`src/rtl/alu_pkg.sv`:
```
// Shared definitions for the alu and the two-requester alu arbiter:
// opcode encodings and the arbiter FSM states.
package alu_pkg;

    localparam logic [2:0] OP_A     = 3'b000;
    localparam logic [2:0] OP_B     = 3'b001;
    localparam logic [2:0] OP_NEG_A = 3'b010;
    localparam logic [2:0] OP_NEG_B = 3'b011;
    localparam logic [2:0] OP_LT    = 3'b100;
    localparam logic [2:0] OP_XNOR  = 3'b101;
    localparam logic [2:0] OP_ADD   = 3'b110;
    localparam logic [2:0] OP_SUB   = 3'b111;

    typedef enum logic [1:0] {
        ST_IDLE = 2'd0,
        ST_EXEC = 2'd1,
        ST_RESP = 2'd2
    } state_t;

endpackage

```
`src/rtl/alu.sv`:
```
// Combinational alu selected by {f,x,n}; two's complement arithmetic
// truncated to WIDTH, signed compare for A<B.
module alu
    import alu_pkg::*;
#(
    parameter int WIDTH = 6
) (
    input  logic [WIDTH-1:0] input1,
    input  logic [WIDTH-1:0] input2,
    input  logic             f,
    input  logic             x,
    input  logic             n,
    output logic [WIDTH-1:0] num_or_less_than
);

    logic w_lt;

    assign w_lt = $signed(input1) < $signed(input2);

    // NOTE: every output of a combinational block gets a default first so no
    // path leaves it unassigned and no latch is inferred.
    always_comb begin
        num_or_less_than = '0;
        case ({f, x, n})
            OP_A:     num_or_less_than = input1;
            OP_B:     num_or_less_than = input2;
            OP_NEG_A: num_or_less_than = -input1;
            OP_NEG_B: num_or_less_than = -input2;
            OP_LT:    num_or_less_than = {{(WIDTH-1){1'b0}}, w_lt};
            OP_XNOR:  num_or_less_than = ~(input1 ^ input2);
            OP_ADD:   num_or_less_than = input1 + input2;
            OP_SUB:   num_or_less_than = input1 - input2;
            default:  num_or_less_than = '0;
        endcase
    end

endmodule

```
`src/rtl/alu_share_arbiter.sv`:
```
// Round-robin share of one alu between two requesters: accept one op in IDLE,
// evaluate it from latched operands in EXEC, hold the tagged result in RESP.
module alu_share_arbiter
    import alu_pkg::*;
#(
    parameter int WIDTH = 6,
    parameter int CNT_W = 8
) (
    input  logic             clk,
    input  logic             reset,
    input  logic             req0_valid,
    output logic             req0_ready,
    input  logic [2:0]       req0_op,
    input  logic [WIDTH-1:0] req0_a,
    input  logic [WIDTH-1:0] req0_b,
    input  logic             req1_valid,
    output logic             req1_ready,
    input  logic [2:0]       req1_op,
    input  logic [WIDTH-1:0] req1_a,
    input  logic [WIDTH-1:0] req1_b,
    output logic             rsp_valid,
    input  logic             rsp_ready,
    output logic             rsp_id,
    output logic [WIDTH-1:0] rsp_data,
    output logic             busy,
    output logic [CNT_W-1:0] ops_done
);

    state_t           r_state;
    state_t           w_state_nxt;
    logic             r_rr_ptr;
    logic [2:0]       r_op_q;
    logic [WIDTH-1:0] r_a_q;
    logic [WIDTH-1:0] r_b_q;
    logic             r_id_q;
    logic             r_rsp_valid;
    logic             r_rsp_id;
    logic [WIDTH-1:0] r_rsp_data;
    logic [CNT_W-1:0] r_ops_done;

    logic             w_any_valid;
    logic             w_grant;
    logic             w_req0_ready;
    logic             w_req1_ready;
    logic             w_accept;
    logic [WIDTH-1:0] w_alu_y;

    // With both valid the pointer decides; otherwise the lone valid requester wins.
    assign w_any_valid = req0_valid | req1_valid;
    assign w_grant     = (req0_valid & req1_valid) ? r_rr_ptr : req1_valid;

    // NOTE: state registers use non-blocking assignments so every flop samples
    // pre-edge values regardless of statement order.
    always_ff @(posedge clk) begin
        if (reset) r_state <= ST_IDLE;
        else       r_state <= w_state_nxt;
    end

    always_comb begin
        w_state_nxt  = r_state;
        w_req0_ready = 1'b0;
        w_req1_ready = 1'b0;
        case (r_state)
            ST_IDLE: begin
                if (!reset && w_any_valid) begin
                    w_req0_ready = ~w_grant;
                    w_req1_ready = w_grant;
                    w_state_nxt  = ST_EXEC;
                end
            end
            ST_EXEC: w_state_nxt = ST_RESP;
            ST_RESP: if (rsp_ready) w_state_nxt = ST_IDLE;
            default: w_state_nxt = ST_IDLE;
        endcase
    end

    assign w_accept = w_req0_ready | w_req1_ready;

    // Only the latched operands feed the alu, so requester inputs may move freely after accept.
    alu #(.WIDTH(WIDTH)) u_alu (
        .input1           (r_a_q),
        .input2           (r_b_q),
        .f                (r_op_q[2]),
        .x                (r_op_q[1]),
        .n                (r_op_q[0]),
        .num_or_less_than (w_alu_y)
    );

    // NOTE: the operand registers are reset too, so a dropped op leaves no stale
    // state behind; nothing here is a memory array, so a full reset is cheap.
    always_ff @(posedge clk) begin
        if (reset) begin
            r_rr_ptr    <= 1'b0;
            r_op_q      <= '0;
            r_a_q       <= '0;
            r_b_q       <= '0;
            r_id_q      <= 1'b0;
            r_rsp_valid <= 1'b0;
            r_rsp_id    <= 1'b0;
            r_rsp_data  <= '0;
            r_ops_done  <= '0;
        end else begin
            if (w_accept) begin
                r_op_q <= w_grant ? req1_op : req0_op;
                r_a_q  <= w_grant ? req1_a  : req0_a;
                r_b_q  <= w_grant ? req1_b  : req0_b;
                r_id_q <= w_grant;
            end
            if (r_state == ST_EXEC) begin
                r_rsp_data  <= w_alu_y;
                r_rsp_id    <= r_id_q;
                r_rsp_valid <= 1'b1;
            end else if (r_state == ST_RESP && rsp_ready) begin
                r_rsp_valid <= 1'b0;
                r_ops_done  <= r_ops_done + 1'b1;
                r_rr_ptr    <= ~r_id_q;
            end
        end
    end

    assign req0_ready = w_req0_ready;
    assign req1_ready = w_req1_ready;
    assign rsp_valid  = r_rsp_valid;
    assign rsp_id     = r_rsp_id;
    assign rsp_data   = r_rsp_data;
    assign busy       = (r_state != ST_IDLE);
    assign ops_done   = r_ops_done;

endmodule

```
`config.mk`:
```
export PLATFORM = sky130hd
export DESIGN_NAME = alu_share_arbiter
export DESIGN_NICKNAME = d
export VERILOG_FILES = /design/src/rtl/alu_pkg.sv /design/src/rtl/alu.sv /design/src/rtl/alu_share_arbiter.sv
export SDC_FILE = /design/constraint.sdc
export NUM_CORES = 1
export LEC_CHECK = 0
export ABC_AREA = 1
export BUFFER_PORTS_ARGS = -buffer_cell sky130_fd_sc_hd__buf_2
export CORE_MARGIN = 2
export CORE_UTILIZATION = 59
export CTS_CLUSTER_DIAMETER = 40
export DETAILED_ROUTE_END_ITERATION = 10
export GPL_TIMING_DRIVEN = 0
export PLACE_DENSITY = 0.82
export SYNTH_ARGS = -nofsm -noshare
export SYNTH_HDL_FRONTEND = slang
export SYNTH_SLANG_ARGS = --single-unit
```
`constraint.sdc`:
```
create_clock -name clk -period 3.1 [get_ports clk]
set_input_delay 0.155 -clock clk [delete_from_list [all_inputs] [get_ports clk]]
set_output_delay 0.155 -clock clk [all_outputs]
set_load 0.005 [all_outputs]
```
==> results.ini <==
[timing]
setup_tns_ns = 0
hold_viol = 0
slew_headroom_pct = 63.8
final-setup-viol-count = 0
rsz0062_at_grt = false
tightest_slew_ns = 0.543
clock.fmax_ghz = 0.468
worst_clock_skew_ns = 0.00564
post-route-period-util_pct = 69.0
final_max_slew_viol_count = 0
period_minus_slack_ns = 2.14

[global_route]
overflow = 0
grt_pass1_wl_um = 10100
antenna_found_initial = 0
grt_pass1_vias = 2302
grt_usage_pct = 28.6
grt_max_degree = 12

[logic_synthesis]
synth_top_area_share_pct = 28.3
synth-main-ff-cell = dfxtp_1
ys_seq_elements = 35
ys_async_sr_fraction_pct = 0
synth_area_um2 = 2480
avgSynthCellArea_um2 = 7.03
ys.warnings.count = 0
synth_common_cells = 59 x nand2_1, 45 x nor2_1, 44 x inv_1
synth_edf_count = 0
synth_nets = 404
syn_inst = 353
yosysSeqAreaShare_pct = 28.3
yosysTopAreaCell = dfxtp_1
synth.area.top_cells = dfxtp_1 28%, nand2_1 8.9%, ha_1 7.1%, nor2_1 6.8%, inv_1 6.7%
yosysUniqueCellTypes = 39
synth_most_common_cell = nand2_1

[cts]
clk_pin_slew_ns = 0.07
cts_buffer_depth = 2
cts_tree = done
postCtsHoldBufs = 0
htreeDepth = 2
cts.sinks = 35
cts-buffers-inserted = 5
postCtsSetupRepairBufs = 0
clock_latency_ns = 0.29
cts-resized-gates = 0
root_buffer = clkbuf_8

[setup_path]
required_ns = 3.26
crit_family = adder cells
critical_path_class = flop to flop
worstPathMaxFanout = 7
slowest_stage = fa_1
cp-end-kind = flop
cp.buffers_inverters = 2
startpoint_type = flop
cp_cell_sequence = inv_1 > ha_1 > inv_1 > fa_1 > or2_2 > nand3_1 > nand3_1 > o21bai_1 > a21oi_1
max_stage_delay_ns = 0.42
worstPathArrival_ns = 2.30

[drt]
via_per_inst = 5.36
wl_um = 6170
first_pass_iters = 4
wl_per_cell_um = 13.3
drtAntennaViolNets = 0
first_iter_violations = 111
drc = 0
num_vias = 2486

[final_layout]
nets = 464
final-instance-count-excl-fill = 464
drive_gt1_share_pct = 25.1
antennaDiodeCount = 0
final_util_pct = 71.8
area_growth_pct = 16.6
fillers = 338

[floorplanning]
die_y_um = 68.8
io_pins = 54
rows = 23
die_w_um = 68.8
die-area_um2 = 4740
initial_core_util_pct = 61.6
core_um2 = 4030

[place]
dp.cells = 456
portBuffers = 53
dp_hpwl_um = 4900
place_congestion = 0.943

[pwr]
total_power_mw = 1.34
ir_drop_v = 0.000327
power_density_nw_per_um2 = 462
p_leak_nw = 1.39

[run]
cap_violations = 0

[hold_path]
min_path_type = input port to flop

[outcome]
status = finished, final reports clean

-- cell usage in the layout, fill, tap and decap left out, drive strengths merged, types with 3 or more instances in the layout --
cell type  count
a21oi         22
buf           59
clkbuf         9
dfxtp         35
ha            14
inv           52
nand2         61
nand3         34
nand4          3
nor2          55
o211ai         4
o21ai         33
o32ai         13
xor2           4
-- path summary, 6_finish.rpt --
check	startpoint	to	slack, ns	cells past startpoint
setup / recovery	r_a_q[0]	rsp_data[2]	0.96	9
hold / removal	req1_op[0]	r_op_q[0]	0.12	3
setup reg to reg	r_a_q[0]	rsp_data[2]	0.96	9
hold reg to reg	rsp_valid	rsp_valid	0.46	2
-- where the power goes --
group          internal, mW  switching, mW
registers             0.491         0.0418
clock network         0.157          0.162
logic                 0.181          0.305
total                 0.828          0.508
-- metrics by stage --
| step | area, µm² | hold slack, ns | worst slack, ns |
|---|---|---|---|
| after floorplan | 2480 | 0.316 | 1.28 |
| after global placement | 2810 | 0.410 | 1.01 |
| after detailed placement | 2810 | 0.418 | 0.988 |
| after CTS | 2890 | 0.122 | 0.981 |
| after global routing | 2890 | 0.115 | 0.875 |
| final | 2890 | 0.125 | 0.961 |
-- registers in the layout, summed over array words and instances (netlist names) --
| name | count |
|---|---|
| ops_done | 8 |
| r_a_q | 6 |
| r_b_q | 6 |
| rsp_data | 6 |
| r_op_q | 3 |
| r_state | 2 |
| r_id_q | 1 |
| r_rr_ptr | 1 |
| rsp_id | 1 |
| rsp_valid | 1 |
-- worst min-delay path, delay by kind of cell --
| family | cells | cell delay (ns) |
|---|---|---|
| AOI/OAI and AO/OA | 1 | 0.10 |
| buffers and inverters | 1 | 0.08 |
| and+or+nand+nor | 1 | 0.03 |
-- final cells by class --
cell class | instances | area [µm²] | area share, %
plain buffers | 9 | 63.8 | 2.21
well taps | 50 | 62.6 | 2.16
repair buffers | 53 | 265 | 9.17
clock buffers | 6 | 72.6 | 2.51
flip-flops and latches | 35 | 701 | 24.2
clock inverters | 2 | 12.5 | 0.433
inverters | 52 | 195 | 6.75
multi-input cells | 257 | 1520 | 52.6
-- routing by layer --
| layer | GRT usage, % | vias to the layer above | wire length, µm |
|---|---|---|---|
| li1 | - | 1294 | - |
| met1 | 38.7 | 1108 | 2990 |
| met2 | 44.7 | 71 | 2760 |
| met3 | 5.52 | 13 | 289 |
| met4 | 11.3 | 0 | 130 |
| met5 | 0 | - | 0 |
-- kinds of logic after synthesis --
kind of cell / count (synthesis) / synth area share (%)
buf+inv: 61 / 10.4
compound gates: 77 / 21.5
simple gates: 159 / 29.4
xor+xnor: 5 / 1.77
fa+ha+maj: 16 / 8.68
flops: 35 / 28.3
(Power assumes the default switching activity.)
